<file path="config.mk">
export PLATFORM = sky130hd
export DESIGN_NAME = stream_mux_nto1
export DESIGN_NICKNAME = d
export VERILOG_FILES = /design/src/rtl/mux_pkg.sv /design/src/rtl/rr_arbiter.sv /design/src/rtl/stream_mux_nto1.sv
export SDC_FILE = /design/constraint.sdc
export NUM_CORES = 1
export LEC_CHECK = 0
export ABC_AREA = 1
export CAP_MARGIN = 30
export CORE_ASPECT_RATIO = 1.25
export CORE_UTILIZATION = 28
export DETAILED_ROUTE_END_ITERATION = 10
export PLACE_DENSITY_LB_ADDON = 0.3
export SYNTH_ARGS = -nofsm -noshare
export SYNTH_HDL_FRONTEND = slang
export SYNTH_HIERARCHICAL = 1
export SYNTH_SLANG_ARGS = --single-unit
</file>
<file path="constraint.sdc">
create_clock -name clk -period 6.2 [get_ports clk]
set_input_delay 1.86 -clock clk [delete_from_list [all_inputs] [get_ports clk]]
set_output_delay 1.86 -clock clk [all_outputs]
set_load 0.02 [all_outputs]
</file>
<file path="src/rtl/mux_pkg.sv">
// Shared constants and helpers for the stream multiplexer family.
package mux_pkg;

    localparam logic MODE_SEL = 1'b0;  // channel chosen by external sel
    localparam logic MODE_RR  = 1'b1;  // channel chosen by round-robin

    // Ceiling log2, used to size channel index fields.
    function automatic int unsigned clog2(input int unsigned n);
        int unsigned r;
        r = 0;
        for (int unsigned v = n - 1; v > 0; v = v >> 1) begin
            r++;
        end
        return r;
    endfunction

endpackage

</file>
<file path="src/rtl/rr_arbiter.sv">
// Rotating-priority search: the first requester after ptr (wrapping) wins.
// Purely combinational; the pointer register belongs to the caller.
//   req         : per-channel request vector
//   ptr         : last granted channel; the search starts at ptr+1
//   grant_valid : some channel is requesting
//   grant_idx   : winning channel index (0 when grant_valid is low)
module rr_arbiter
    import mux_pkg::*;
#(
    parameter  int unsigned NUM_IN = 4,
    localparam int unsigned SEL_W  = clog2(NUM_IN)
) (
    input  logic [NUM_IN-1:0] req,
    input  logic [SEL_W-1:0]  ptr,
    output logic              grant_valid,
    output logic [SEL_W-1:0]  grant_idx
);

    // Walk NUM_IN positions starting one past ptr; keep the first hit.
    always_comb begin : p_search
        int unsigned idx;
        logic [SEL_W-1:0] idx_s;
        grant_valid = 1'b0;
        grant_idx   = '0;
        idx         = 0;
        idx_s       = '0;
        for (int unsigned k = 1; k <= NUM_IN; k++) begin
            idx   = (32'(ptr) + k) % NUM_IN;
            idx_s = SEL_W'(idx);
            if (!grant_valid && req[idx_s]) begin
                grant_valid = 1'b1;
                grant_idx   = idx_s;
            end
        end
    end

endmodule

</file>
<file path="src/rtl/stream_mux_nto1.sv">
// N-to-1 valid/ready stream multiplexer with a registered output stage.
// Channel chosen by external sel (mode=0) or round-robin (mode=1).
//   clk, reset          : rising-edge clock, synchronous active-high reset
//   mode, sel           : arbitration mode and external channel select
//   in_data/in_valid    : packed per-channel payloads and valids
//   in_ready            : per-channel ready (combinational, one-hot or zero)
//   out_data/out_src    : registered payload and its source channel
//   out_valid/out_ready : registered output handshake
module stream_mux_nto1
    import mux_pkg::*;
#(
    parameter  int unsigned WIDTH  = 32,
    parameter  int unsigned NUM_IN = 4,
    localparam int unsigned SEL_W  = clog2(NUM_IN)
) (
    input  logic                    clk,
    input  logic                    reset,
    input  logic                    mode,
    input  logic [SEL_W-1:0]        sel,
    input  logic [NUM_IN*WIDTH-1:0] in_data,
    input  logic [NUM_IN-1:0]       in_valid,
    output logic [NUM_IN-1:0]       in_ready,
    output logic [WIDTH-1:0]        out_data,
    output logic [SEL_W-1:0]        out_src,
    output logic                    out_valid,
    input  logic                    out_ready
);

    logic             load;
    logic             grant_valid;
    logic [SEL_W-1:0] grant_idx;
    logic             rr_valid;
    logic [SEL_W-1:0] rr_idx;
    logic [SEL_W-1:0] ptr;
    logic             sel_in_range;
    logic [WIDTH-1:0] ch_data [NUM_IN];

    // Unpack the flat input bus into per-channel words.
    for (genvar g = 0; g < NUM_IN; g++) begin : g_slice
        assign ch_data[g] = in_data[g*WIDTH +: WIDTH];
    end

    rr_arbiter #(
        .NUM_IN (NUM_IN)
    ) u_rr (
        .req         (in_valid),
        .ptr         (ptr),
        .grant_valid (rr_valid),
        .grant_idx   (rr_idx)
    );

    // Output register can take a beat when empty or draining this cycle.
    assign load         = !out_valid || out_ready;
    assign sel_in_range = (32'(sel) < NUM_IN);

    // Grant selection for the current mode.
    always_comb begin
        grant_valid = 1'b0;
        grant_idx   = '0;
        if (mode == MODE_RR) begin
            grant_valid = rr_valid;
            grant_idx   = rr_idx;
        end else if (sel_in_range) begin
            grant_valid = in_valid[sel];
            grant_idx   = sel;
        end
    end

    // Ready goes only to the granted channel; held low during reset so a
    // producer never sees a handshake that the register would discard.
    always_comb begin
        in_ready = '0;
        for (int unsigned i = 0; i < NUM_IN; i++) begin
            if (!reset && load && grant_valid && (grant_idx == SEL_W'(i))) begin
                in_ready[i] = 1'b1;
            end
        end
    end

    // Output stage and round-robin pointer; data/src hold on empty loads.
    always_ff @(posedge clk) begin
        if (reset) begin
            out_valid <= 1'b0;
            out_data  <= '0;
            out_src   <= '0;
            ptr       <= SEL_W'(NUM_IN - 1);
        end else if (load) begin
            out_valid <= grant_valid;
            if (grant_valid) begin
                out_data <= ch_data[grant_idx];
                out_src  <= grant_idx;
                if (mode == MODE_RR) begin
                    ptr <= grant_idx;
                end
            end
        end
    end

endmodule

</file>
## Word level (Yosys, flattened, before mapping)

Cells that the tools add are included.

- Add/subtract/negate cells: 4
- Magnitude comparators: 6
- Equal/unequal tests: 3
- Multiplexer cells: 27
- Bitwise gates (word level): 1
- Reductions and logical operators: 18

Operators by type and width:

| cell | number |
|---|---|
| 32-bit binary-select mux with 2-bit select | 1 |
| 32-bit 2-to-1 mux | 2 |
| 2-bit by 3-bit < comparator with 1-bit output (second input constant) | 5 |
| 1-bit 2-to-1 mux | 14 |
| 1-bit binary-select mux with 2-bit select | 5 |
| 2-bit 2-to-1 mux | 5 |
| 1-bit logical AND | 9 |
| 1-bit logical NOT | 5 |
| 2-bit by 1-bit adder with 2-bit output (second input constant) | 2 |
| 2-bit adder (second input constant) | 2 |
| 2-bit equality test (second input constant) | 2 |
| 3-bit greater-or-equal comparator (second input constant) | 1 |
| 2-bit NOT with 3-bit output | 1 |
| 3-bit AND reduction | 1 |
| 2-bit by 1-bit equality test with 1-bit output (second input constant) | 1 |
| 2-bit logical NOT | 1 |
| 2-bit AND reduction | 1 |
| 1-bit logical OR | 1 |

- Register bits after elaboration: 37

## Logic depth before layout (Yosys ltp)

Gate-level depths: netlist of the first run.

- Depth after elaboration: 18
- Depth in mapped cells: 20

## By module

The synthesis of the first run kept the hierarchy.

By module, submodules not included:

| module | instances | cells an instance | area an instance (um^2) | sequential area each (um^2) |
|---|---|---|---|---|
| stream_mux_nto1 | 1 | 559 | 2,846.5 | 740.7 |
| rr_arbiter | 1 | 49 | 290.3 | 0.0 |

## Least setup slack after synthesis of the first run

OpenSTA, ideal clock, no wires.

- Path kind: input to output
- Start point: input in_valid[2]
- End point: output in_ready[0]
- Arrival: 3,424 ps
- Required time: 4,340 ps
- Setup slack: 916 ps
- Stages: 11
- Path through: nand2_1 > nand2_4 > nand2_4 > nand2_4 > o21a_1 > nand3_1 > or2_1 > o21ai_4 > inv_6 > buf_6 > nor3_1

- Word-level cells in the longest chain between the ends: 16

RTL lines:

| element | RTL line | text |
|---|---|---|
| start, declared | stream_mux_nto1.sv:21 | `input logic [NUM_IN-1:0] in_valid,` |
| 1-bit binary-select mux with 2-bit select | rr_arbiter.sv:30 | `if (!grant_valid && req[idx_s]) begin` |
| 1-bit 2-to-1 mux (implied by the code) | rr_arbiter.sv:30 |  |
| 1-bit 2-to-1 mux | rr_arbiter.sv:30 |  |
| 1-bit logical NOT | rr_arbiter.sv:30 |  |
| 1-bit logical AND | rr_arbiter.sv:30 |  |
| 1-bit 2-to-1 mux | rr_arbiter.sv:30 |  |
| 1-bit logical NOT | rr_arbiter.sv:30 |  |
| 1-bit logical AND | rr_arbiter.sv:30 |  |
| 1-bit 2-to-1 mux | rr_arbiter.sv:30 |  |
| 1-bit logical NOT | rr_arbiter.sv:30 |  |
| 1-bit logical AND | rr_arbiter.sv:30 |  |
| 2-bit 2-to-1 mux (*) | rr_arbiter.sv:30 |  |
| net rr_idx[1] | stream_mux_nto1.sv:33 | `logic [SEL_W-1:0] rr_idx;` |
| 2-bit 2-to-1 mux (*) | stream_mux_nto1.sv:60 | `if (mode == MODE_RR) begin` |
| 2-bit logical NOT (*) | stream_mux_nto1.sv:74 | `if (!reset && load && grant_valid && (grant_idx == SEL_W'(i))) begin` |
| 1-bit logical AND (*) | stream_mux_nto1.sv:74 |  |
| 1-bit 2-to-1 mux (*) | stream_mux_nto1.sv:74 |  |
| end, declared | stream_mux_nto1.sv:22 | `output logic [NUM_IN-1:0] in_ready,` |

Mark *: on every way through the listed nets, which the timed path passes. The rest lies on a longest branch. The select of a mux whose other input is x is not followed.

## Worst setup path in the final report of the first run

- Start point: input in_valid[2]
- End point: output in_ready[1]

- Word-level cells in the longest chain between the ends: 16

RTL lines:

| element | RTL line |
|---|---|
| 1-bit binary-select mux with 2-bit select | rr_arbiter.sv:30 |
| 1-bit 2-to-1 mux (implied by the code) | rr_arbiter.sv:30 |
| 1-bit 2-to-1 mux | rr_arbiter.sv:30 |
| 1-bit logical NOT | rr_arbiter.sv:30 |
| 1-bit logical AND | rr_arbiter.sv:30 |
| 1-bit 2-to-1 mux | rr_arbiter.sv:30 |
| 1-bit logical NOT | rr_arbiter.sv:30 |
| 1-bit logical AND | rr_arbiter.sv:30 |
| 1-bit 2-to-1 mux | rr_arbiter.sv:30 |
| 1-bit logical NOT | rr_arbiter.sv:30 |
| 1-bit logical AND | rr_arbiter.sv:30 |
| 2-bit 2-to-1 mux (*) | rr_arbiter.sv:30 |
| net rr_idx[1] | stream_mux_nto1.sv:33 |
| 2-bit 2-to-1 mux (*) | stream_mux_nto1.sv:60 |
| 2-bit by 1-bit equality test with 1-bit output (*) | stream_mux_nto1.sv:74 |
| 1-bit logical AND (*) | stream_mux_nto1.sv:74 |
| 1-bit 2-to-1 mux (*) | stream_mux_nto1.sv:74 |

Marks and branches as above.

==> flow_metrics.py, run 1 <==
metrics = {
    "drt": {
        "avgRoutedWirePerCell_um": 10.6,
        "drt-vias-per-instance": 4.34,
        "drc": 0,
        "vias": 3920,
        "detail-route-antenna-nets": 0,
        "drt_wl_total_um": 9540,
        "drt-initial-drc-count": 105,
        "dr.pass1.iters": 4,
    },
    "finish": {
        "area_growth_pct": 63.2,
        "antenna_cells": 0,
        "drive_above_1_share": 0.0532,
        "layout.cells.non_filler": 903,
        "final_nets": 908,
    },
    "grt": {
        "grt_pass1_wl_um": 15900,
        "grt_usage": 0.163,
        "grt_max_degree": 41,
        "antenna_found_initial": 0,
        "gr-total-overflow": 0,
        "grt_pass1_vias": 3696,
    },
    "clock_network": {
        "root_buffer": "clkbuf_16",
        "cts_setup_buffers": 0,
        "cts-buffers-inserted": 5,
        "hold_buffers": 0,
        "htree_levels": 2,
        "cts_resized": 0,
        "clock_sinks": 37,
        "insertion_delay_ns": 0.28,
        "clockBufferDepth": 2,
        "cts_tree": "done",
        "path_clk_slew_ns": 0.06,
    },
    "critical_path": {
        "max_stage_delay_ns": 0.63,
        "crit_fanout": 5,
        "arrival_ns": 4.25,
        "worstSetupEndpointType": "output port",
        "crit_top_cell": "nand2_4",
        "required_ns": 4.34,
        "crit_path_top_delay_cell": "clkdlybuf4s50_1",
        "crit_chain": "clkdlybuf4s50_1 -> nand2_1 -> nand2_4 -> nand2_4 -> nand2_4 -> o21a_1 -> nand3_1 -> or2_1 -> o21ai_4 -> inv_6 -> nor3_1 -> clkdlybuf4s50_1",
        "startpoint_type": "primary input",
        "crit_type": "primary input to output port",
    },
    "sta": {
        "tightestPinTransition_ns": 0.548,
        "finalSetupTns_ns": 0,
        "rsz0062_at_grt": "false",
        "max_freq_ghz": 0.164,
        "drv_slew": 0,
        "hold_violations": 0,
        "setup_slack_ns": 0.0944,
        "finalCriticalPeriod_ns": 6.11,
        "setup_viol": 0,
        "skew_ns": 0.00368,
        "relSlewSlack": 0.633,
        "fin_crit_sh": 0.985,
    },
    "floorplanning": {
        "initial_core_util": 0.293,
        "io_pins": 177,
        "core-area_um2": 10700,
        "dieArea_um2": 11600,
        "die_h_um": 120,
        "die_w_um": 96.7,
        "fp-row-count": 42,
    },
    "synth": {
        "syn-num-nets": 746,
        "synth-edff-count": 0,
        "synthTopCellsByArea": "nand2_1 45%, dfxtp_1 24%, nor2_1 8.3%, inv_1 4.7%, buf_6 3.9%",
        "syn-cell-area_um2": 3140,
        "synth-seq-cells": 37,
        "synth_top_area_frac": 0.452,
        "yosysSeqAreaShare": 0.236,
        "synth_top_area_cell": "nand2_1",
        "synthArstFlopShare": 0,
        "synth-main-ff-cell": "dfxtp_1",
        "yosysMostFrequentCell": "nand2_1",
        "ys_warn_count": 6,
        "synth_common_cells": "378 x nand2_1, 69 x nor2_1, 39 x inv_1",
        "synth_cell_type_count": 23,
        "synth_cells": 608,
        "syn_area_per_cell_um2": 5.16,
    },
    "power": {
        "p_total_uw": 1270,
        "ir_drop_uv": 98.1,
        "power_leakage_uw": 0.00265,
        "power_density_nw_per_um2": 249,
    },
    "place": {
        "dp_slack_ns": 0.123,
        "detailed_place_hpwl_um": 7390,
        "gp_congestion": 0.780,
        "port_buffers": 176,
        "placed_cells": 895,
    },
    "min_path": {
        "hp-class": "flip-flop to flip-flop",
    },
    "status": {
        "status": "complete, no violations",
    },
    "job": {
        "cap_violations": 0,
    },
}
-- final cells by class --
class                           instances  area, um^2
Clock inverter                          3        65.1
Inverter                               45         179
Sequential cell                        37         741
Tap cell                              132         165
Timing Repair Buffer                  185        1840
Multi-Input combinational cell        496        2000
Clock buffer                            5         125
Fill cell                            1135        5600
-- final timing paths --
kind,slack [ns],endpoint,depth (start not counted),from
worst max-delay path,0.09,in_ready[1],12,in_valid[2]
worst min-delay path,0.48,out_src[0],2,out_src[0]
worst max register to register,3.65,out_data[11],17,ptr[0]
worst min register to register,0.48,out_src[0],2,out_src[0]
-- power by group --
| part | total, uW | switching (uW) | internal (uW) |
|---|---|---|---|
| Sequential | 302 | 23.6 | 279 |
| Combinational | 650 | 367 | 283 |
| Clock | 323 | 93.1 | 229 |
| Total | 1270 | 483 | 791 |
-- sequential cells by signal, summed over array words and instances (netlist names) --
signal,cells
out_data,32
out_src,2
out_valid,1
ptr,2
-- cells in the final DEF (no fill, tap or decap) --
| cell type | count |
|---|---|
| nand4_1 | 4 |
| inv_1 | 39 |
| buf_4 | 8 |
| o21ai_0 | 3 |
| a21oi_1 | 6 |
| buf_12 | 1 |
| nand3_1 | 11 |
| inv_6 | 2 |
| nand3b_1 | 1 |
| nand2_4 | 5 |
| nor2_4 | 1 |
| or2_1 | 1 |
| nor2_1 | 69 |
| inv_2 | 3 |
| clkbuf_16 | 5 |
| o21ai_4 | 1 |
| clkdlybuf4s50_1 | 175 |
| clkinv_2 | 1 |
| dlymetal6s2s_1 | 1 |
| nor3_1 | 4 |
| dfxtp_1 | 37 |
| nand2_1 | 377 |
| o21a_1 | 1 |
| bufinv_16 | 2 |
| clkinv_1 | 1 |
| nand2_2 | 12 |
-- critical path, delay by kind of cell --
| family | cells | cell delay (ns) |
|---|---|---|
| compound gates | 2 | 0.26 |
| buf+inv | 3 | 1.20 |
| simple gates | 7 | 0.93 |
-- metal layers --
| metal | up-vias | global-route usage | routed length [um] |
|---|---|---|---|
| met5 | - | 0 | 0 |
| met4 | 0 | 0.0438 | 111 |
| met3 | 9 | 0.0347 | 503 |
| met2 | 127 | 0.315 | 4940 |
| met1 | 1672 | 0.177 | 3980 |
| li1 | 2112 | - | - |
-- per-stage QoR --
| step | utilization | hold WS, ns | cell area [um^2] |
|---|---|---|---|
| 2_1_floorplan | - | 0.458 | 3140 |
| 3_3_place_gp | 0.457 | 0.471 | 4900 |
| 3_5_place_dp | 0.459 | 0.479 | 4920 |
| 4_1_cts | 0.477 | 0.494 | 5110 |
| 5_1_grt | 0.477 | 0.536 | 5120 |
| 6_report | 0.477 | 0.485 | 5120 |
-- cells by family (layout without fill, tap and decap cells) --
| logic type | Yosys count | count (layout) | synth area share |
|---|---|---|---|
| simple gates | 485 | 485 | 0.615 |
| compound gates | 11 | 11 | 0.0219 |
| buf+inv | 75 | 238 | 0.127 |
| flops | 37 | 37 | 0.236 |
(Power assumes the default switching activity.)
==> run 2, diff against run 1 <==
- CORE_MARGIN: not set -> 2
==> run 2 against run 1 <==
  * Flip-flop and latch count did not move
  * Global-route usage fell by 0.14 points
  * Largest cell class unchanged
  * Final cell count rose by 0.33%
  * Clock skew rose by 0.00065 ns
  * Wire length rose by 4.7%
  * Fmax rose by 5.6%
  * Core utilization fell by 1.6 points
  * Combinational power barely moved
  * Cell area fell by 0.46%
  * Count of clock-buffer cells in the layout rose by 2
  * Sequential share of layout area rose by 0.068 points
  * Via count rose by 1.3%
==> flow_metrics.py, run 2 (synthesis gave the netlist of run 1 again) <==
metrics = {
    "status": {
        "status": "complete, no violations",
    },
    "grt": {
        "grt_pass1_vias": 3666,
        "grt_pass1_wl_um": 16200,
        "gr-total-overflow": 0,
        "grt_max_degree": 38,
        "grt_usage": 0.162,
        "antenna_found_initial": 0,
    },
    "critical_path": {
        "max_stage_delay_ns": 0.52,
        "arrival_ns": 3.92,
        "crit_top_cell": "nand2_1",
        "r2r_setup_slack_ns": 3.63,
        "worstRegToRegCells": 14,
        "worstSetupEndpointType": "output port",
        "r2r-end": "out_data[29]",
        "path_delay_family": "simple AND/OR/NAND/NOR gates",
        "crit_type": "primary input to output port",
        "path_buf_inv": 3,
        "crit_chain": "clkdlybuf4s50_1 -> nand2_1 -> nand2_1 -> nand2_1 -> nand2_2 -> nor2_4 -> nand4_1 -> nand3_1 -> or2_1 -> o21ai_4 -> inv_6 -> nor3_1 -> dlymetal6s2s_1",
        "crit_fanout": 5,
        "regToRegStartpoint": "ptr[0]",
        "required_ns": 4.34,
        "crit_path_top_delay_cell": "clkdlybuf4s50_1",
        "startpoint_type": "primary input",
    },
    "power": {
        "clkPwrFrac": 0.218,
        "netSwitchingPower_uw": 490,
        "p_int_uw": 731,
        "power_leakage_uw": 0.00269,
        "comb_power_share": 0.535,
        "power_density_nw_per_um2": 240,
        "ir_drop_uv": 94.5,
        "p_sw_frac": 0.401,
        "power_frac_seq": 0.248,
    },
    "job": {
        "cap_violations": 0,
    },
    "sta": {
        "finalSetupTns_ns": 0,
        "finalCriticalPeriod_ns": 5.78,
        "hold_violations": 0,
        "max_freq_ghz": 0.173,
        "drv_slew": 0,
        "setup_viol": 0,
        "fin_crit_sh": 0.933,
        "rsz0062_at_grt": "false",
        "skew_ns": 0.00433,
        "tightestPinTransition_ns": 0.563,
        "relSlewSlack": 0.624,
    },
    "min_path": {
        "whs_path_depth": 2,
        "hold_start": "out_src[1]",
        "hp-class": "flip-flop to flip-flop",
        "hold_path_end": "out_src[1]",
    },
    "clock_network": {
        "cts_resized": 0,
        "cts_tree": "done",
        "clock_sinks": 37,
        "cts-buffers-inserted": 5,
        "insertion_delay_ns": 0.28,
        "clockBufferDepth": 2,
        "root_buffer": "clkbuf_16",
        "path_clk_slew_ns": 0.05,
        "hold_buffers": 0,
        "cts_setup_buffers": 0,
        "htree_levels": 2,
    },
    "floorplanning": {
        "initial_core_util": 0.284,
        "core-area_um2": 11000,
        "fp-row-count": 43,
        "io_pins": 177,
        "dieArea_um2": 12100,
        "die_w_um": 98.7,
        "die_h_um": 122,
    },
    "finish": {
        "final_cell_mix": "378 x nand2_1, 172 x clkdlybuf4s50_1, 69 x nor2_1, 39 x inv_1, 37 x dfxtp_1",
        "multi_input_area_um2": 2000,
        "reg_top3": "out_data x32, out_src x2, ptr x2",
        "drive_above_1_share": 0.0519,
        "antenna_cells": 0,
        "final_nets": 908,
        "final_area_um2": 5090,
        "n_fill_cell": 1198,
        "largest_reg_flops": 32,
        "final_common_cell": "nand2_1",
        "area_growth_pct": 62.4,
        "regArea_um2": 741,
        "top_register": "out_data",
    },
    "drt": {
        "drt_wl_total_um": 9990,
        "avgRoutedWirePerCell_um": 11.0,
        "detail-route-antenna-nets": 0,
        "dr.pass1.iters": 5,
        "drc": 0,
        "drt-vias-per-instance": 4.38,
        "vias": 3971,
        "drt-initial-drc-count": 116,
    },
    "place": {
        "place_area_um2": 4930,
        "gp_congestion": 0.782,
        "port_buffers": 176,
        "detailed_place_hpwl_um": 7670,
    },
}
-- run 2: changes by cell type in the layout (fill, tap and decap cells not counted), sizes merged --
cell	delta
bufinv	-2
clkbuf	+2
clkdlybuf4s50	-3
dlymetal6s2s	+3
-- run 2: power groups by stage --
stage,Sequential (uW),Combinational (uW),Clock (uW)
floorplan,351,388,0
global placement,306,641,0
detailed placement,308,657,0
CTS,303,660,276
global route,308,737,287
finish,302,653,266
-- run 2: metal layers --
metal	vias up	global-route usage	share of wire	wire length, um
li1	2115	-	-	-
met1	1692	0.180	0.42	4180
met2	146	0.304	0.49	4880
met3	18	0.0393	0.076	757
met4	0	0.0471	0.018	175
met5	-	0	0	0
-- run 2: per-stage QoR --
stage / worst slack (ns) / hold WS [ns] / total power [uW] / utilization / std cells
finish: 0.418 / 0.503 / 1220 / 0.462 / 906
global route: 0.266 / 0.524 / 1330 / 0.462 / 906
CTS: 0.0360 / 0.502 / 1240 / 0.461 / 906
detailed placement: 0.0476 / 0.488 / 965 / 0.447 / 898
global placement: 0.197 / 0.477 / 948 / 0.445 / 897
floorplan: 0.916 / 0.458 / 739 / - / 608
-- run 2: worst max path at each step --
stage | slack, ns | depth (start not counted) | from | end
3_3_place_gp | 0.20 | 12 | in_valid[2] | in_ready[0]
4_1_cts | 0.04 | 13 | in_valid[1] | in_ready[1]
6_report | 0.42 | 13 | in_valid[1] | in_ready[1]
5_1_grt | 0.27 | 13 | in_valid[3] | in_ready[1]
3_5_place_dp | 0.05 | 13 | in_valid[1] | in_ready[1]
2_1_floorplan | 0.92 | 11 | in_valid[2] | in_ready[0]
-- run 2: final cells by class --
cell class,count,share of cell area
well taps,135,0.0332
flip-flops and latches,37,0.145
inverters,45,0.0351
multi-input cells,496,0.392
clock inverters,1,0.000982
repair buffers,185,0.363
clock buffers,7,0.0300
-- run 2: worst reg2reg max path: cells and delay by family (launching register included) --
kind                   cells  cell delay, ns
and+or+nand+nor           12            1.54
DFF                        1            0.60
buffers and inverters      2            0.36
